[src/rtl/chi_stage_pkg.sv]
// Shared definitions for the chi round stage.
// Holds the slice geometry, the counter width, the FSM state encoding and the
// lane-index macro IDX(x, y) shared with the other round stages.
// Build option: define CHI_PIPELINE_EN for the overlapped read/write FSM.
`ifndef IDX
`define IDX(x, y) (5 * (y) + (x))
`endif

package chi_stage_pkg;

   localparam int unsigned SLICE_W    = 25;
   localparam int unsigned NUM_SLICES = 64;
   localparam int unsigned CNT_W      = 6;

   localparam logic [CNT_W-1:0] LAST_SLICE = CNT_W'(NUM_SLICES - 1);

`ifdef CHI_PIPELINE_EN
   typedef enum logic [1:0] {StIdle, StRun, StFlush, StDone} state_e;
`else
   typedef enum logic [1:0] {StIdle, StRead, StWrite, StDone} state_e;
`endif

endpackage

[src/rtl/chi_stage_if.sv]
// Handshake and slice-memory bus of the chi stage.
// start/busy/done: request handshake.
// rd_en/rd_addr/rd_data: source slice memory, data one cycle after rd_en.
// wr_en/wr_addr/wr_data: destination slice memory consumed by the iota stage.
// Modport master is the chi stage itself; slave is its environment.
interface chi_stage_if
   import chi_stage_pkg::*;
();

   logic               start;
   logic               busy;
   logic               done;
   logic               rd_en;
   logic [CNT_W-1:0]   rd_addr;
   logic [SLICE_W-1:0] rd_data;
   logic               wr_en;
   logic [CNT_W-1:0]   wr_addr;
   logic [SLICE_W-1:0] wr_data;

   modport master (
      input  start, rd_data,
      output busy, done, rd_en, rd_addr, wr_en, wr_addr, wr_data
   );

   modport slave (
      output start, rd_data,
      input  busy, done, rd_en, rd_addr, wr_en, wr_addr, wr_data
   );

endinterface

[src/rtl/chi_stage_row.sv]
// Chi applied to one 5-bit row (the chi_row function of the stage).
// row_in: 5 lanes x = 0..4 of one row; row_out: chi result.
module chi_stage_row (
   input  logic [4:0] row_in,
   output logic [4:0] row_out
);

   always_comb begin
      row_out = '0;
      for (int x = 0; x < 5; x++) begin
         row_out[x] = row_in[x] ^ (~row_in[(x + 1) % 5] & row_in[(x + 2) % 5]);
      end
   end

endmodule

[src/rtl/chi_stage.sv]
// Chi stage: walks the 64 slices of the state, applies chi to every row and
// writes the result slice to the memory read by the iota stage.
// Ports: clk, rst (synchronous, active low), bus (chi_stage_if.master).
// Build option CHI_PIPELINE_EN: reads and writes overlap (one slice per cycle);
// otherwise each slice takes a read cycle followed by a write cycle.
module chi_stage
   import chi_stage_pkg::*;
(
   input logic         clk,
   input logic         rst,
   chi_stage_if.master bus
);

   state_e             state_q, state_d;
   logic [CNT_W-1:0]   cnt_q, cnt_d;
   logic [CNT_W-1:0]   rd_addr_q, rd_addr_d;
   logic [CNT_W-1:0]   wr_addr_q, wr_addr_d;
   logic [SLICE_W-1:0] chi_out;
   logic               wr_en;

   for (genvar y = 0; y < 5; y++) begin : g_row
      chi_stage_row u_row (
         .row_in  (bus.rd_data[`IDX(0, y) +: 5]),
         .row_out (chi_out[`IDX(0, y) +: 5])
      );
   end

`ifdef CHI_PIPELINE_EN
   always_comb begin
      state_d = state_q;
      cnt_d   = cnt_q;
      unique case (state_q)
         StIdle:  if (bus.start) state_d = StRun;
         StRun: begin
            // Counter wraps 63 -> 0 naturally on the last read.
            cnt_d = cnt_q + 1'b1;
            if (cnt_q == LAST_SLICE) state_d = StFlush;
         end
         StFlush: state_d = StDone;
         StDone:  state_d = StIdle;
         default: state_d = StIdle;
      endcase
   end

   // Write side trails the read side by one cycle: slice read now is written next.
   assign rd_addr_d = (state_d == StRun) ? cnt_d : rd_addr_q;
   assign wr_addr_d = (state_q == StRun) ? cnt_q : wr_addr_q;
   assign bus.rd_en = (state_q == StRun);
   assign wr_en     = ((state_q == StRun) && (cnt_q != '0)) || (state_q == StFlush);
   assign bus.busy  = (state_q == StRun) || (state_q == StFlush);
`else
   always_comb begin
      state_d = state_q;
      cnt_d   = cnt_q;
      unique case (state_q)
         StIdle:  if (bus.start) state_d = StRead;
         StRead:  state_d = StWrite;
         StWrite: begin
            cnt_d   = cnt_q + 1'b1;
            state_d = (cnt_q == LAST_SLICE) ? StDone : StRead;
         end
         StDone:  state_d = StIdle;
         default: state_d = StIdle;
      endcase
   end

   // Address registers load only when their strobe is about to rise, so they
   // hold the last used slice index while idle.
   assign rd_addr_d = (state_d == StRead)  ? cnt_d : rd_addr_q;
   assign wr_addr_d = (state_d == StWrite) ? cnt_d : wr_addr_q;
   assign bus.rd_en = (state_q == StRead);
   assign wr_en     = (state_q == StWrite);
   assign bus.busy  = (state_q == StRead) || (state_q == StWrite);
`endif

   always_ff @(posedge clk) begin
      if (!rst) begin
         state_q   <= StIdle;
         cnt_q     <= '0;
         rd_addr_q <= '0;
         wr_addr_q <= '0;
      end else begin
         state_q   <= state_d;
         cnt_q     <= cnt_d;
         rd_addr_q <= rd_addr_d;
         wr_addr_q <= wr_addr_d;
      end
   end

   assign bus.done    = (state_q == StDone);
   assign bus.rd_addr = rd_addr_q;
   assign bus.wr_addr = wr_addr_q;
   assign bus.wr_en   = wr_en;
   // Gated so the bus never carries X from an unread memory word.
   assign bus.wr_data = wr_en ? chi_out : '0;

endmodule

[src/flat_wrapper.sv]
// flat-port wrapper written by rule: the top's interface ports become plain ports
module chi_stage_flat import chi_stage_pkg::*;
  (clk, rst, bus_start, bus_rd_data, bus_busy, bus_done, bus_rd_en, bus_rd_addr, bus_wr_en, bus_wr_addr, bus_wr_data);
  chi_stage_if bus_i ();
  input logic clk;
  input logic rst;
  input wire logic [$bits(bus_i.start)-1:0] bus_start;
  input wire logic [$bits(bus_i.rd_data)-1:0] bus_rd_data;
  output wire logic [$bits(bus_i.busy)-1:0] bus_busy;
  output wire logic [$bits(bus_i.done)-1:0] bus_done;
  output wire logic [$bits(bus_i.rd_en)-1:0] bus_rd_en;
  output wire logic [$bits(bus_i.rd_addr)-1:0] bus_rd_addr;
  output wire logic [$bits(bus_i.wr_en)-1:0] bus_wr_en;
  output wire logic [$bits(bus_i.wr_addr)-1:0] bus_wr_addr;
  output wire logic [$bits(bus_i.wr_data)-1:0] bus_wr_data;
  assign bus_i.start = bus_start;
  assign bus_i.rd_data = bus_rd_data;
  assign bus_busy = bus_i.busy;
  assign bus_done = bus_i.done;
  assign bus_rd_en = bus_i.rd_en;
  assign bus_rd_addr = bus_i.rd_addr;
  assign bus_wr_en = bus_i.wr_en;
  assign bus_wr_addr = bus_i.wr_addr;
  assign bus_wr_data = bus_i.wr_data;
  chi_stage u_core (.clk(clk), .rst(rst), .bus(bus_i));
endmodule
[config.mk]
export PLATFORM = sky130hd
export DESIGN_NAME = chi_stage_flat
export DESIGN_NICKNAME = d
export VERILOG_FILES = /design/src/rtl/chi_stage_pkg.sv /design/src/rtl/chi_stage_if.sv /design/src/rtl/chi_stage_row.sv /design/src/rtl/chi_stage.sv /design/src/flat_wrapper.sv
export SDC_FILE = /design/constraint.sdc
export NUM_CORES = 1
export LEC_CHECK = 0
export CELL_PAD_IN_SITES_DETAIL_PLACEMENT = 1
export CELL_PAD_IN_SITES_GLOBAL_PLACEMENT = 2
export CORE_MARGIN = 1
export CORE_UTILIZATION = 23
export CTS_CLUSTER_DIAMETER = 200
export CTS_CLUSTER_SIZE = 24
export DETAILED_ROUTE_END_ITERATION = 10
export GPL_TIMING_DRIVEN = 1
export PLACE_DENSITY_LB_ADDON = 0.1
export SETUP_SLACK_MARGIN = 0.3
export SLEW_MARGIN = 40
export SYNTH_ARGS = -nofsm -noshare
export SYNTH_HDL_FRONTEND = slang
export SYNTH_SLANG_ARGS = --single-unit
[constraint.sdc]
create_clock -name clk -period 3.2 [get_ports clk]
set_clock_uncertainty 0.15 [all_clocks]
set_input_delay 0.8 -clock clk [delete_from_list [all_inputs] [get_ports clk]]
set_output_delay 0.8 -clock clk [all_outputs]
set_load 0.005 [all_outputs]
==> results of run 1 <==
-- area by class of cell --
cell class,count,area share
Inverter,4,0.006536
Clock buffer,3,0.01797
Tap cell,72,0.03922
Sequential cell,20,0.1743
Timing Repair Buffer,70,0.2909
Multi-Input combinational cell,134,0.4711
-- sequential cells by signal (all words and copies together), names as in the netlist --
register and count:
u_core.cnt_q 6, u_core.state_q 2, u_core.bus.wr_addr 6, u_core.bus.rd_addr 6
-- metrics by stage --
step | worst slack [ns] | std cells | area [um2] | hold WS, ns | setup TNS [ns]
floorplan | 1.053 | 163 | 1383 | 0.3025 | 0
finish | 0.3340 | 303 | 2297 | 0.3230 | 0
global placement | 0.02712 | 300 | 2148 | 0.3100 | 0
detailed placement | -0.0008049 | 300 | 2148 | 0.3169 | -0.0008049
CTS | 0.2297 | 303 | 2276 | 0.3332 | 0
global route | 0.3020 | 303 | 2297 | 0.3510 | 0
-- worst max-delay path: stages --
cell	delay, ns
clkdlybuf4s15_1	0.28
nand2b_4	0.07
xnor2_1	0.13
and2_1	0.15
clkdlybuf4s50_1	0.49
-- routing by layer --
layer,vias to the layer above,wire (um),part of all wire,global-route usage
met5,-,0,0,0
met4,0,23,0.0059,0.03273
met3,2,197,0.051,0.01714
met2,43,1916,0.49,0.2350
met1,615,1763,0.45,0.1591
li1,660,-,-,-
-- placed cells by master, fill, tap and decap left out, drive strengths merged --
| cell | instances |
|---|---|
| inv | 4 |
| a21o | 1 |
| xnor2 | 26 |
| dlygate4sd2 | 23 |
| mux2i | 2 |
| nand3b | 2 |
| buf | 5 |
| xor2 | 4 |
| clkdlybuf4s50 | 22 |
| dfxtp | 20 |
| a211oi | 7 |
| clkdlybuf4s15 | 10 |
| nand4 | 2 |
| dlymetal6s2s | 8 |
| clkbuf | 5 |
| nor2 | 14 |
| nand2b | 25 |
| ha | 6 |
| a21oi | 6 |
| o21ai | 3 |
| o221a | 1 |
| nand3 | 2 |
| and2 | 28 |
| nand2 | 5 |
-- final timing paths --
kind,start,endpoint,slack (ns),depth (start not counted)
hold / removal,u_core.bus.rd_addr[1]$_SDFFE_PN0N_,u_core.bus.rd_addr[1]$_SDFFE_PN0N_,0.32,2
setup reg to reg,u_core.state_q[0]$_SDFF_PN0_,u_core.bus.rd_addr[0]$_SDFFE_PN0N_,1.14,7
hold reg to reg,u_core.bus.rd_addr[1]$_SDFFE_PN0N_,u_core.bus.rd_addr[1]$_SDFFE_PN0N_,0.32,2
setup / recovery,bus_rd_data[21],bus_wr_data[24],0.33,5
-- logic make-up after synthesis --
group / Yosys count / synth area share
compound gates: 18 / 0.1014
xor+xnor: 30 / 0.1900
fa+ha+maj: 6 / 0.05430
buf+inv: 9 / 0.02533
flops: 20 / 0.2896
mux: 2 / 0.01448
simple gates: 78 / 0.3249
-- repair_timing --
item | CTS | global route
pin swaps | 5 | 2
endpoints found under the setup margin | 25 | 12
hold endpoints to repair | 0 | 0
hold buffers | 0 | 0
gates resized for setup | 70 | 22
-- report_power, final --
group | internal [mW] | total (mW) | switching (mW)
Combinational | 0.156 | 0.278 | 0.123
Sequential | 0.271 | 0.285 | 0.0140
Clock | 0.0836 | 0.159 | 0.0752
-- cell usage after synthesis, drive strengths merged, types with 2 or more instances --
library cell,n,area (um2)
nand3b,2,15.01
buf,2,8.750
a21oi,6,30.03
xnor2,26,227.7
mux2i,2,20.02
nand3,2,10.01
dfxtp,20,400.4
nand2,5,18.77
nand2b,25,156.4
a211oi,7,67.57
and2,28,177.7
nor2,14,52.55
xor2,4,35.03
ha,6,75.07
clkbuf,3,11.26
inv,4,15.01
nand4,2,18.77
o21ai,3,15.01
==> flow_summary.toml, run 1 <==
[cells_and_area]
drive_gt1_frac = 0.1688
nFillCells = 654
nets = 267
seqCellArea_um2 = 400.4
antenna_cells = 0
syn_to_final_growth_pct = 66.15
multi_input_area_mm2 = 0.001082
fin_util = 0.4072

[die]
coreArea_mm2 = 0.005642
pin_count = 69
initial_core_util = 0.2451
num_rows = 27
dieArea_mm2 = 0.006325
die_x_um = 79.53
die_y_um = 79.53

[sta]
final-setup-viol-count = 0
fmaxAchievable_mhz = 348.9
slew_violations = 0
rsz0062_at_grt = "false"
worst_pin_slew_ns = 0.6766
final_hold_viol_count = 0
period_needed_ns = 2.866
maxSlewHeadroom = 0.5490
fin_crit_sh = 0.8956

[route]
vias = 1320
firstDrtPassIters = 3
wire_per_inst_um = 12.87
drtAntennaViolNets = 0
drt_iter0_markers = 10
post-route-drc-count = 0
drt-total-wl_um = 3900
viasPerCell = 4.356

[cts]
clk_pin_slew_ns = 0.07
h-tree-depth = 1
numCtsBuffers = 3
root_buffer = "clkbuf_8"
clockBufferDepth = 2
post_cts_buffers = 0
cts.sinks = 20
insertion_delay_ns = 0.25
cts_tree = "yes"

[power_and_ir_drop]
leakage_nw = 1.143
peakVddDrop_mv = 0.2048
power_density_mw_per_mm2 = 314.5
total_power_uw = 722.5

[global_routing]
antenna_found_initial = 0
grt_usage = 0.1297
grt_max_degree = 22
grt_overflow = 0
grt_pass1_wl_um = 6499
grt_pass1_vias = 1358

[logic_synthesis]
synthesis.area_mm2 = 0.001383
syn_inst = 163
ys_seq_area_frac = 0.2896
synth_edf_count = 0
synth_nets = 197
ys_warn_count = 0
synthArstFlopShare = 0
syn_area_per_cell_um2 = 8.482
ys_types = 24
synth_ff_type = "dfxtp_1"
yosys_register_bits = 20

[setup_path]
cp_max_fo = 3
cp-end-kind = "output port"
critPathLaunchType = "input pin"
required_ns = 2.25
crit_type = "input pin to output port"
cp.arrival_ns = 1.92

[run]
drv_cap = 0

[placed_design]
dpl.hpwl_um = 3189
gp_congestion = 0.7170
numPortBuffers = 68

[outcome]
status = "completed"

[hold_path]
worstHoldPathType = "flop to flop"
Power figures use the tool's default switching activity.
==> run 2: changes to the inputs <==
CTS_CLUSTER_SIZE = unset   (was 24)
==> results of run 2 <==
No change in the layout: final DEF, timing and power equal those of run 1.
==> run 3: changes to the inputs <==
--- a/config.mk
+++ b/config.mk
@@ -9,3 +9,2 @@
 export CELL_PAD_IN_SITES_GLOBAL_PLACEMENT = 2
-export CORE_MARGIN = 1
 export CORE_UTILIZATION = 23
--- a/constraint.sdc
+++ b/constraint.sdc
@@ -4,2 +4,2 @@
 set_output_delay 0.8 -clock clk [all_outputs]
-set_load 0.005 [all_outputs]
+set_load 0.01 [all_outputs]
==> run 3 against run 2 <==
Power is 1.1% lower. Worst setup slack better by 0.11 ns. Clock power is essentially flat. Utilization down 2.5 points.
==> flow_summary.toml, run 3 (synthesis results as in run 1) <==
[sta]
worst_pin_slew_ns = 0.6411
fin_hold_ws_ns = 0.3201
slew_violations = 0
final-setup-viol-count = 0
period_needed_ns = 2.755
fin_crit_sh = 0.8608
fin_ws_ns = 0.4455
maxSlewHeadroom = 0.5726
final_hold_viol_count = 0
fin_tns_setup_ns = 0
fmaxAchievable_mhz = 363.0
rsz0062_at_grt = "false"

[cts]
root_buffer = "clkbuf_8"
numCtsBuffers = 3
postCtsHoldBufs = 0
post_cts_buffers = 0
cts.sinks = 20
cts_tree = "yes"
clockBufferDepth = 2
h-tree-depth = 1
insertion_delay_ns = 0.25
clk_pin_slew_ns = 0.07

[setup_path]
critPathLaunchType = "input pin"
cp.arrival_ns = 1.80
crit_type = "input pin to output port"
r2r-start = "u_core.state_q[0]$_SDFF_PN0_"
required_ns = 2.25
rr_worst_depth = 7
reg2reg_to = "u_core.bus.rd_addr[3]$_SDFFE_PN0N_"
cp_max_fo = 3
cp-end-kind = "output port"
r2r_slack_ns = 1.03

[route]
vias = 1298
firstDrtPassIters = 4
post-route-drc-count = 0
drt-total-wl_um = 3867
drt_iter0_markers = 6
drtAntennaViolNets = 0
wire_per_inst_um = 12.72
viasPerCell = 4.270

[hold_path]
worstHoldPathType = "flop to flop"
holdPathEnd = "u_core.bus.rd_addr[0]$_SDFFE_PN0N_"
hold_path_depth = 2
hold_start = "u_core.bus.rd_addr[0]$_SDFFE_PN0N_"

[run]
drv_cap = 0

[global_routing]
antenna_found_initial = 0
grt_overflow = 0
grt_usage = 0.1274
grt_max_degree = 22
grt_pass1_vias = 1355
grt_pass1_wl_um = 6458

[die]
coreArea_mm2 = 0.005642
pin_count = 69
num_rows = 27
die_x_um = 79.53
dieArea_mm2 = 0.006325
die_y_um = 79.53
initial_core_util = 0.2451

[placed_design]
place_worst_setup_slack_ns = -0.03224
dpl.hpwl_um = 3233
numPortBuffers = 68
gp_congestion = 0.7645
dpl-instance-area_mm2 = 0.002156
dp_cells = 301

[power_and_ir_drop]
peakVddDrop_mv = 0.2413
leakage_nw = 0.9761
power_density_mw_per_mm2 = 331.4

[cells_and_area]
nets = 268
final_common_cell = "dlygate4sd2_1"
fin_cells = 304
drive_gt1_frac = 0.06466
final_cell_mix = "dlygate4sd2_1 (47), and2_1 (27), xnor2_1 (26), nand2b_1 (23), dfxtp_1 (20)"
nFillCells = 702
design_area_mm2 = 0.002157
antenna_cells = 0
syn_to_final_growth_pct = 56.02

[outcome]
status = "completed"
-- run 3: metal layers --
| layer | wire length (um) | global-route usage |
|---|---|---|
| met3 | 175 | 0.01371 |
| met1 | 1812 | 0.1566 |
| met2 | 1856 | 0.2325 |
| met5 | 0 | 0 |
| met4 | 23 | 0.03273 |
-- run 3: worst max-delay path by stage --
stage / start / end / slack [ns]
2_1_floorplan: u_core.state_q[0]$_SDFF_PN0_ / bus_wr_data[10] / 0.97
3_3_place_gp: bus_rd_data[14] / bus_wr_data[13] / -0.003
4_1_cts: bus_rd_data[21] / bus_wr_data[20] / 0.30
5_1_grt: u_core.state_q[0]$_SDFF_PN0_ / bus_wr_en / 0.33
3_5_place_dp: bus_rd_data[14] / bus_wr_data[13] / -0.03
6_report: bus_rd_data[5] / bus_wr_data[9] / 0.45
-- run 3: final cells by class --
type | count | area (um2) | area share
Multi-Input combinational cell | 134 | 962.2 | 0.4461
Timing Repair Buffer | 71 | 648.1 | 0.3005
Sequential cell | 20 | 400.4 | 0.1856
Tap cell | 72 | 90.09 | 0.04176
Clock buffer | 3 | 41.29 | 0.01914
Inverter | 4 | 15.01 | 0.006961
-- run 3: repair_timing --
| item | 4_1_cts | 5_1_grt |
|---|---|---|
| resized for setup | 53 | 2 |
| setup endpoints to repair | 25 | 2 |
| pin swaps | 0 | 1 |
-- run 3: where the power goes --
part / internal [mW] / switching (mW) / total, mW
Combinational: 0.143 / 0.127 / 0.270
Clock: 0.0836 / 0.0764 / 0.160
Sequential: 0.271 / 0.0136 / 0.285
-- run 3: worst max-delay path, cell delays in order --
cell and delay, ns:
dlygate4sd2_1 0.29, nand2b_1 0.17, xnor2_1 0.12, and2_1 0.15
dlygate4sd2_1 0.27
-- run 3: stage by stage --
stage / util / total power, mW
after floorplan: - / 0.4391
after detailed placement: 0.3821 / 0.5830
after CTS: 0.3817 / 0.7305
after global placement: 0.3821 / 0.5757
after global routing: 0.3823 / 0.7642
final: 0.3823 / 0.7148
